File: config.mk
export PLATFORM = sky130hd
export DESIGN_NAME = award_spawn_ctrl
export DESIGN_NICKNAME = d
export VERILOG_FILES = /design/src/rtl/award_spawn_ctrl.sv
export SDC_FILE = /design/constraint.sdc
export NUM_CORES = 1
export LEC_CHECK = 0
export BUFFER_PORTS_ARGS = -buffer_cell sky130_fd_sc_hd__buf_2
export CAP_MARGIN = 10
export CELL_PAD_IN_SITES_DETAIL_PLACEMENT = 1
export CELL_PAD_IN_SITES_GLOBAL_PLACEMENT = 2
export CORE_MARGIN = 10
export CORE_UTILIZATION = 34
export DETAILED_ROUTE_END_ITERATION = 6
export GPL_TIMING_DRIVEN = 0
export PLACE_DENSITY_LB_ADDON = 0.1
export SETUP_SLACK_MARGIN = 0.1
export SLEW_MARGIN = 20
export SYNTH_ARGS = -nofsm -noshare
export SYNTH_HDL_FRONTEND = slang
export SYNTH_SLANG_ARGS = --single-unit
export TNS_END_PERCENT = 30
File: constraint.sdc
create_clock -name clk -period 1.9 [get_ports clk]
set_clock_uncertainty 0.05 [all_clocks]
set_input_delay 0.19 -clock clk [delete_from_list [all_inputs] [get_ports clk]]
set_output_delay 0.19 -clock clk [all_outputs]
set_load 0.05 [all_outputs]
File: src/rtl/award_spawn_ctrl.sv
// Award spawn controller: waits a frame delay, draws an on-grid cell from an LFSR,
// shows the award, then grants a bonus on a take or relocates it when its lifetime expires.
module award_spawn_ctrl #(
  parameter int          SPAWN_DELAY_FRAMES = 180,
  parameter int          LIFETIME_FRAMES    = 600,
  parameter int          MAX_CELL_X         = 16,
  parameter int          MAX_CELL_Y         = 11,
  parameter logic [15:0] LFSR_SEED          = 16'hACE1
) (
  input  logic       clk,
  input  logic       reset,
  input  logic       startOfFrame,
  input  logic       take1,
  input  logic       take2,
  output logic [4:0] randomX,
  output logic [4:0] randomY,
  output logic       up,
  output logic       awardActive,
  output logic       bonus1,
  output logic       bonus2,
  output logic [3:0] takeCount1,
  output logic [3:0] takeCount2
);

  localparam logic [9:0] SPAWN_LOAD = 10'(SPAWN_DELAY_FRAMES);
  localparam logic [9:0] LIFE_LOAD  = 10'(LIFETIME_FRAMES);
  localparam logic [4:0] MAX_X      = 5'(MAX_CELL_X);
  localparam logic [4:0] MAX_Y      = 5'(MAX_CELL_Y);

  // WAIT: spawn delay | PICK: draw cell | SHOW: up pulse | VISIBLE: takeable
  typedef enum logic [1:0] {
    S_WAIT    = 2'd0,
    S_PICK    = 2'd1,
    S_SHOW    = 2'd2,
    S_VISIBLE = 2'd3
  } state_t;

  state_t      state, state_nxt;
  logic [15:0] lfsr;
  logic [9:0]  cnt, cnt_nxt;
  logic [2:0]  retry, retry_nxt;
  logic [4:0]  x_nxt, y_nxt;
  logic [4:0]  cand_x, cand_y;
  logic        x_ok, y_ok;
  logic        bonus1_nxt, bonus2_nxt;
  logic [3:0]  tc1_nxt, tc2_nxt;

  assign cand_x = lfsr[4:0];
  assign cand_y = lfsr[9:5];
  assign x_ok   = (cand_x <= MAX_X);
  assign y_ok   = (cand_y <= MAX_Y);

  always_comb begin
    state_nxt  = state;
    cnt_nxt    = cnt;
    retry_nxt  = retry;
    x_nxt      = randomX;
    y_nxt      = randomY;
    bonus1_nxt = 1'b0;
    bonus2_nxt = 1'b0;
    tc1_nxt    = takeCount1;
    tc2_nxt    = takeCount2;
    case (state)
      S_WAIT: begin
        if (startOfFrame) begin
          if (cnt <= 10'd1) state_nxt = S_PICK;
          else              cnt_nxt   = cnt - 10'd1;
        end
      end
      S_PICK: begin
        if (x_ok && y_ok) begin
          x_nxt     = cand_x;
          y_nxt     = cand_y;
          retry_nxt = 3'd0;
          state_nxt = S_SHOW;
        end else if (retry == 3'd7) begin
          // Bounded pick time: force the stubborn coordinate(s) onto the grid edge.
          x_nxt     = x_ok ? cand_x : MAX_X;
          y_nxt     = y_ok ? cand_y : MAX_Y;
          retry_nxt = 3'd0;
          state_nxt = S_SHOW;
        end else begin
          retry_nxt = retry + 3'd1;
        end
      end
      S_SHOW: begin
        cnt_nxt   = LIFE_LOAD;
        state_nxt = S_VISIBLE;
      end
      S_VISIBLE: begin
        if (take1) begin
          bonus1_nxt = 1'b1;
          if (takeCount1 != 4'hF) tc1_nxt = takeCount1 + 4'd1;
          cnt_nxt    = SPAWN_LOAD;
          state_nxt  = S_WAIT;
        end else if (take2) begin
          bonus2_nxt = 1'b1;
          if (takeCount2 != 4'hF) tc2_nxt = takeCount2 + 4'd1;
          cnt_nxt    = SPAWN_LOAD;
          state_nxt  = S_WAIT;
        end else if (startOfFrame) begin
          if (cnt <= 10'd1) state_nxt = S_PICK;
          else              cnt_nxt   = cnt - 10'd1;
        end
      end
      default: begin
        cnt_nxt   = SPAWN_LOAD;
        state_nxt = S_WAIT;
      end
    endcase
  end

  always_ff @(posedge clk or posedge reset) begin
    if (reset) begin
      state       <= S_WAIT;
      cnt         <= SPAWN_LOAD;
      retry       <= 3'd0;
      lfsr        <= LFSR_SEED;
      randomX     <= 5'd0;
      randomY     <= 5'd0;
      up          <= 1'b0;
      awardActive <= 1'b0;
      bonus1      <= 1'b0;
      bonus2      <= 1'b0;
      takeCount1  <= 4'd0;
      takeCount2  <= 4'd0;
    end else begin
      state       <= state_nxt;
      cnt         <= cnt_nxt;
      retry       <= retry_nxt;
      lfsr        <= {lfsr[14:0], lfsr[15] ^ lfsr[13] ^ lfsr[12] ^ lfsr[10]};
      randomX     <= x_nxt;
      randomY     <= y_nxt;
      up          <= (state_nxt == S_SHOW);
      awardActive <= (state_nxt == S_VISIBLE);
      bonus1      <= bonus1_nxt;
      bonus2      <= bonus2_nxt;
      takeCount1  <= tc1_nxt;
      takeCount2  <= tc2_nxt;
    end
  end

endmodule
### After elaboration in Yosys (flattened, before gate mapping)

Cells that the tools add are included.

| cells by class | value |
|---|---|
| add/subtract/negate cells | 4 |
| reduce and logical (&&, ||, !) cells | 7 |
| bitwise operators | 4 |
| mux-type cells | 25 |
| order comparisons | 3 |
| eq/ne operators | 8 |

Operator list:

| kind | count |
|---|---|
| two-way mux 10 bit | 4 |
| two-way mux 5 bit | 6 |
| one-hot mux 10 bit (3 select lines) | 1 |
| two-way mux 2 bit | 6 |
| less-or-equal comparator 10 x 1 -> 1 bit, second input constant | 1 |
| subtractor 10 x 1 -> 10 bit, second input constant | 1 |
| adder 4 x 1 -> 4 bit, second input constant | 2 |
| equality test 2 bit, second input constant | 4 |
| != test 4 bit, second input constant | 2 |
| one-hot mux 2 bit (4 select lines) | 1 |
| two-way mux 3 bit | 2 |
| less-or-equal comparator 5 x 4 -> 1 bit, second input constant | 1 |
| less-or-equal comparator 5 bit, second input constant | 1 |
| two-way mux 1 bit | 5 |
| AND reduction 4 bit | 1 |
| adder 3 x 1 -> 3 bit, second input constant | 1 |
| equality test 3 bit, second input constant | 1 |
| AND reduction 3 bit | 1 |
| nonzero test 3 bit | 1 |
| XOR 1 bit | 3 |
| equality test 2 x 1 -> 1 bit, second input constant | 1 |
| logical NOT 2 bit | 1 |
| AND reduction 2 bit | 1 |
| nonzero test 2 bit | 1 |
| other kinds (2) | 2 |

| word-level totals | value |
|---|---|
| output and inout port bits | 22 |
| input bits | 5 |
| register bits after elaboration | 53 |

### Depth between registers and ports, before layout

Gate-level depths: netlist of run 1.

| depth | value |
|---|---|
| depth in word-level cells | 7 |
| gate-level depth with buffers | 7 |
| depth with buffers taken out | 6 |

### Worst setup path before layout of run 1

OpenSTA, ideal clock, no wires.

| timing | value |
|---|---|
| path type | reg-to-reg |
| start | register cnt[0] |
| end | register cnt[7] |
| buffers on the path | 0 |
| period minus slack after synthesis | 1,779 ps |
| stages on the path, launching flop included | 5 |
| data arrival time | 1,640 ps |
| path slack | 121 ps |
| cell sequence | dfrtp_1 > or3b_4 > or4_4 > o221ai_2 > nor4b_2 |

| on the way | value |
|---|---|
| longest elaborated chain between the ends | 6 |
| elaborated cells on any way between the ends | 7 |
| those cells by class | add/sub: 1; order compare: 1; mux: 5 |

Ends and longest elaborated chain:

| item | RTL line | text |
|---|---|---|
| start: declaration | 40 | `logic [9:0] cnt, cnt_nxt;` |
| start signal: assignment | 129 | `cnt <= cnt_nxt;` |
| subtractor 10 x 1 -> 10 bit or less-or-equal comparator 10 x 1 -> 1 bit (tied branches) | -- |  |
| two-way mux 10 bit (*) | 66, 102 |  |
| two-way mux 10 bit (*) | 65 | `if (startOfFrame) begin` |
| two-way mux 10 bit | 96 | `end else if (take2) begin` |
| two-way mux 10 bit | 91 | `if (take1) begin` |
| one-hot mux 10 bit (3 select lines) (*) | 63 | `case (state)` |

Mark *: on every way between the ends. The rest lies on a longest branch, timed or not.
A chain may end at the register's enable or synchronous reset.

### Final worst setup path of run 1

| timing | value |
|---|---|
| start | register cnt[3] |
| end | register cnt[7] |

The elaborated chain is that of the path after synthesis.

==> out/metrics.cfg, run 1 <==
[status]
outcome = completed

[setup_path]
cp_slowest_cell = or4_4
critical_path_class = register to register
startpoint_type = register
reg2reg_depth = 4
path_depth = 4
path_cells = or3_4 > or4_4 > o221ai_2 > nor4b_4
cp_top_family = simple AND/OR/NAND/NOR gates
crit_fanout = 3
required_ns = 2.08
cp.arrival_ns = 2.00
r2r_end = cnt[7]
r2r_setup_slack_ns = 0.08
end_kind = register
max_stage_delay_ns = 0.51
crit_buf_inv = 0
reg2reg_from = cnt[3]

[cts]
clkSinkCount = 53
clk_latency_ns = 0.31
cts_tree = yes
cts_max_path_buffers = 2
cts_max_level = 2
root_buffer = clkbuf_8
cts_buffers = 5
clkTransAtPathRegs_ns = 0.11

[finish]
nNetsFinal = 260
final_cells = 346
area_growth_syn_to_layout_pct = 23.5
final_area_um2 = 2920
insertedDiodeCount = 0
drive_gt1_share_pct = 36.0
final_core_util_pct = 43.0

[timing]
grt_setup_unrepaired = yes
relSlewSlack_pct = 55.3
fin_crit_ns = 1.82
fmax_ghz = 0.549
worst_pin_slew_ns = 0.671
setup_ws_ns = 0.0792
maxSlewViolCount = 0
setup_viol = 0
hold_ws_ns = 0.0788
hold_violations = 0
finalCritPeriodShare_pct = 95.8
final.setup.tns_ns = 0

[die]
initial_core_util_pct = 34.8
core_um2 = 6790
ios = 27
num_rows = 30
die_area_um2 = 10700
dieWidth_um = 103
die_y_um = 103

[grt]
grt_pass1_vias = 1807
grt.total_usage_pct = 11.1
grt_pass1_wl_mm = 9.39
antenna_found_initial = 0
grt_max_degree = 54
gr-total-overflow = 0

[place]
dp_slack_ns = -0.0969
hpwl_mm = 3.85
dp.cells = 329
routabilityCongestion = 0.747
place_area_um2 = 2620
portBuffers = 26

[logic_synthesis]
syn_area_per_cell_um2 = 11.4
syn_nets = 218
synth_seq_cells = 53
synth.distinct_cells = 53
ys_warn_count = 0
synth_cells = 207
synthArstFlopShare_pct = 100
yosysSeqAreaShare_pct = 56.7
synthFlopType = dfrtp_1
syn_area_um2 = 2360
synth_edf_count = 0

[power]
ir_drop_mv = 0.383
power_density_nw_per_um2 = 833
total_power_mw = 2.43
p_leak_nw = 1.38

[routing]
drtAntennaViolNets = 0
drt_first_pass_iters = 4
drt-initial-drc-count = 36
drt_wl_total_mm = 5.65
vias = 1746
drc = 0
via_per_inst = 5.05
wl_per_cell_um = 16.3

[hold_path]
min_path_cells = 2
whs_endpoint = bonus2
hold_path_class = input port to register
worstHoldStart = take1

[flow_run]
cap_violations = 0

-- worst max-delay path by stage --
stage	end	slack, ns	startpoint
2_1_floorplan	cnt[7]	0.12	cnt[0]
3_3_place_gp	cnt[1]	-0.42	reset
3_5_place_dp	randomY[1]	-0.1	lfsr[1]
4_1_cts	cnt[7]	0.004	cnt[0]
5_1_grt	cnt[9]	-0.03	cnt[6]
6_report	cnt[7]	0.08	cnt[3]
-- flip-flops by register name (all words and copies together), names as in the netlist --
register / cells
bonus1: 1
up: 1
bonus2: 1
randomX: 5
state: 2
cnt: 10
lfsr: 16
retry: 3
awardActive: 1
takeCount2: 4
randomY: 5
takeCount1: 4
-- cells by family (layout without fill, tap and decap cells) --
group,count (synthesis),after routing,share of synthesized area [%]
flops,53,53,56.7
fa+ha+maj,7,7,3.60
simple gates,79,79,18.8
mux,13,13,6.03
compound gates,36,36,10.4
xor+xnor,6,6,2.22
buf+inv,13,56,2.17
-- repair_timing --
item | in CTS | in global routing
pin swaps | 0 | 10
setup buffers | 2 | 6
resized for setup | 6 | 26
endpoints found under the setup margin | 19 | 21
endpoints found under the hold margin | 41 | 0
hold buffers | 1 | 0
-- cell usage in the layout (no fill, tap or decap), types with 2 or more instances in the layout --
master	n
dfrtp_1	41
buf_2	26
nand2_1	16
nor2_1	13
dfstp_2	12
inv_1	8
o21ai_0	8
a21oi_1	8
buf_4	8
mux2_4	7
nand3_1	6
nor2b_1	5
ha_1	5
clkbuf_8	5
and3_1	4
nor4_1	4
nor3_1	4
xnor2_1	4
nor2_2	3
o22ai_1	3
mux2i_1	3
nand2b_1	3
mux2_2	3
or3b_2	2
or2_2	2
a221o_1	2
xor2_1	2
buf_6	2
-- worst reg2reg max path: stages, from the launching register on --
cell,delay [ns]
dfrtp_1,0.41
or3_4,0.41
or4_4,0.51
o221ai_2,0.16
nor4b_4,0.21
-- synthesized netlist by cell type, types with 2 or more instances --
library cell / number / area [µm²]
a21oi_1: 8 / 40.0
or3b_2: 2 / 17.5
xnor2_1: 4 / 35.0
nor4_1: 6 / 37.5
nor2_1: 16 / 60.1
nor2b_1: 5 / 31.3
a221o_1: 2 / 20.0
and3_1: 4 / 25.0
nor3_1: 4 / 20.0
nand2_1: 16 / 60.1
inv_1: 9 / 33.8
nand2b_1: 3 / 18.8
dfstp_2: 12 / 315
o21ai_0: 8 / 40.0
xor2_1: 2 / 17.5
buf_2: 2 / 10.0
nand3_1: 6 / 30.0
ha_1: 6 / 75.1
o22ai_1: 3 / 18.8
clkbuf_1: 2 / 7.51
mux2i_1: 3 / 30.0
mux2_2: 10 / 113
or3_1: 2 / 12.5
dfrtp_1: 41 / 1030
or2_2: 3 / 18.8
-- per-layer routing --
layer	wire length (µm)	share of wire, %	track usage, %
met5	0	0	0
met1	2730	48	15.4
met4	24	0.42	1.93
met2	2680	47	16.8
met3	213	3.8	3.46
-- area by class of cell --
cell class	count	area (µm²)
flip-flops and latches	53	1340
multi-input cells	141	1090
inverters	9	36.3
clock inverters	3	28.8
repair buffers	35	204
well taps	96	120
clock buffers	5	68.8
fillers	755	3870
plain buffers	4	27.5
-- power by group --
group          switching [mW]  total [mW]  internal (mW)  leakage (nW)
sequential              0.103        1.32           1.22         0.676
clock                   0.416       0.693          0.277        0.0506
combinational           0.180       0.416          0.236         0.653
total                   0.699        2.43           1.73          1.38
Note: power is estimated with default switching activity, not from simulation.
==> run 2: changes to the inputs <==
Settings changed: BUFFER_PORTS_ARGS -buffer_cell sky130_fd_sc_hd__buf_2 to unset, CORE_UTILIZATION 34 to 37, DONT_BUFFER_PORTS set to 1.
==> run 2 against run 1 <==
  * Sequential power about the same
  * Critical path depth unchanged
  * Register-to-register slack about the same
  * Worst hold slack worse by 0.037 ns
  * Largest power group unchanged
  * Final area down 4.8%
  * Clock power up 12%
  * Sequential share of layout area up 2.5 points
  * Non-clock buffer count down 29
  * Largest cell class unchanged
==> out/metrics.cfg, run 2 (synthesis gave the netlist of run 1 again) <==
[routing]
via_per_inst = 5.46  ; was 5.05
wl_per_cell_um = 19.1  ; was 16.3 µm
vias = 1626  ; was 1746
drt-initial-drc-count = 81  ; was 36
drt_wl_total_mm = 5.70  ; was 5.65 mm
wl_met2_mm = 3.01  ; was 2.68 mm
drtAntennaViolNets = 0  ; unchanged
wl_met1_mm = 2.38  ; was 2.73 mm
drc = 0  ; unchanged
drt_first_pass_iters = 4  ; unchanged
top_layer = met4  ; unchanged
met3_length_um = 233  ; was 213 µm

[timing]
hold_violations = 0  ; unchanged
setup_viol = 0  ; unchanged
finalCritPeriodShare_pct = 96.5  ; was 95.8%
worst_pin_slew_ns = 0.632  ; was 0.671 ns
relSlewSlack_pct = 57.7  ; was 55.3%
setup_ws_ns = 0.0662  ; was 0.0792 ns
maxSlewViolCount = 0  ; unchanged
grt_setup_unrepaired = yes  ; unchanged
fin_crit_ns = 1.83  ; was 1.82 ns
fmax_ghz = 0.545  ; was 0.549 GHz
final.setup.tns_ns = 0  ; unchanged

[grt]
gr-total-overflow = 0  ; unchanged
grt_pass1_vias = 1798  ; was 1807
antenna_found_initial = 0  ; unchanged
grt.total_usage_pct = 11.5  ; was 11.1%
grt_pass1_wl_mm = 9.30  ; was 9.39 mm
grt_max_degree = 38  ; was 54

[die]
core_um2 = 6280  ; was 6790 µm²
die_area_um2 = 9990  ; was 10700 µm²
num_rows = 29  ; was 30
initial_core_util_pct = 37.7  ; was 34.8%
ios = 27  ; unchanged
die_y_um = 99.9  ; was 103 µm
dieWidth_um = 99.9  ; was 103 µm

[cts]
clkTransAtPathRegs_ns = 0.09  ; was 0.11 ns
cts_buffers = 5  ; unchanged
root_buffer = clkbuf_8  ; unchanged
cts_max_path_buffers = 2  ; unchanged
clk_latency_ns = 0.31  ; about the same
cts_tree = yes  ; unchanged
clkSinkCount = 53  ; unchanged
cts_max_level = 2  ; unchanged

[setup_path]
end_kind = register  ; unchanged
startpoint_type = register  ; unchanged
critical_path_class = register to register  ; unchanged
crit_fanout = 5  ; was 3
cp.arrival_ns = 2.01  ; was 2.00 ns
required_ns = 2.08  ; about the same

[status]
outcome = completed  ; unchanged

[finish]
top_regs = lfsr: 16 flops, cnt: 10 flops  ; unchanged
largest-register = lfsr  ; unchanged
final_core_util_pct = 44.3  ; was 43.0%
final_common_cell = dfrtp_1  ; unchanged
drive_gt1_share_pct = 31.7  ; was 36.0%
final_cells = 298  ; was 346
nNetsFinal = 231  ; was 260
area_growth_syn_to_layout_pct = 17.6  ; was 23.5%
insertedDiodeCount = 0  ; unchanged
largest_reg_flops = 16  ; unchanged
final_cell_mix = dfrtp_1, nand2_1, nor2_1, dfstp_2, inv_1  ; was dfrtp_1, buf_2, nand2_1, nor2_1, dfstp_2

[power]
p_comb_share_pct = 13.3  ; was 17.1%
p_sw_share_pct = 26.6  ; was 28.8%
p_sw_uw = 647  ; was 699 µW
p_leak_nw = 1.23  ; was 1.38 nW
p_int_mw = 1.79  ; was 1.73 mW
power_frac_clock_pct = 31.8  ; was 28.5%
power_density_nw_per_um2 = 875  ; was 833 nW/µm²
pwr-share-seq_pct = 54.9  ; was 54.4%
ir_drop_mv = 0.438  ; was 0.383 mV

[place]
hpwl_mm = 4.12  ; was 3.85 mm
dp.cells = 285  ; was 329
routabilityCongestion = 0.832  ; was 0.747
dp_slack_ns = -0.180  ; was -0.0969 ns
portBuffers = 0  ; was 26

[hold_path]
hold_path_class = input port to register  ; unchanged

[flow_run]
cap_violations = 0  ; unchanged

run 2: power groups by stage:
stage	registers [mW]	clock network [mW]	logic (mW)
after floorplan	1.30	0	0.210
after global placement	1.33	0	0.243
after detailed placement	1.33	0	0.263
after CTS	1.32	0.801	0.301
after global routing	1.35	0.861	0.358
final	1.33	0.774	0.325
run 2: worst max-delay path: stages (launching register included):
cell	delay (ns)
dfrtp_2	0.45
or3_4	0.38
or4_4	0.52
o221ai_2	0.15
nor4b_4	0.20
run 2: layout make-up:
class                      instances  area (µm²)
timing repair buffer               6        62.6
clock buffer                       5        68.8
tap                               77        96.3
inverter                           9        33.8
clock inverter                     3        43.8
sequential                        53        1350
multi-input combinational        141        1090
buffer                             4        35.0
fill                             669        3500
run 2: through the flow:
step	hold slack [ns]	total power [mW]	cell area [µm²]
final	0.0422	2.43	2780
after global routing	0.0186	2.57	2780
after CTS	0.0340	2.42	2680
after detailed placement	0.0427	1.60	2480
after global placement	0.277	1.58	2460
after floorplan	0.257	1.51	2360
run 2: what timing repair did:
item | CTS | global route
pin swaps | 3 | 6
resized for setup | 12 | 27
buffers inserted | 3 | 0
hold buffers | 2 | 0
endpoints found under the hold margin | 15 | 0
endpoints found under the setup margin | 17 | 18
run 2: routing by layer:
metal	vias up	track usage (%)
li1	771	-
met5	-	0
met1	826	13.2
met3	6	3.37
met2	23	19.6
met4	0	4.41
run 2: final timing paths:
kind                          start       end  slack [ns]  cells after the start
max                          cnt[3]    cnt[7]        0.07                      4
min                           take2    bonus2        0.04                      1
max reg2reg                  cnt[3]    cnt[7]        0.07                      4
min reg2reg                lfsr[14]  lfsr[15]        0.31                      0
max in group asynchronous     reset  lfsr[10]        0.95                      3
min in group asynchronous     reset        up        0.26                      2
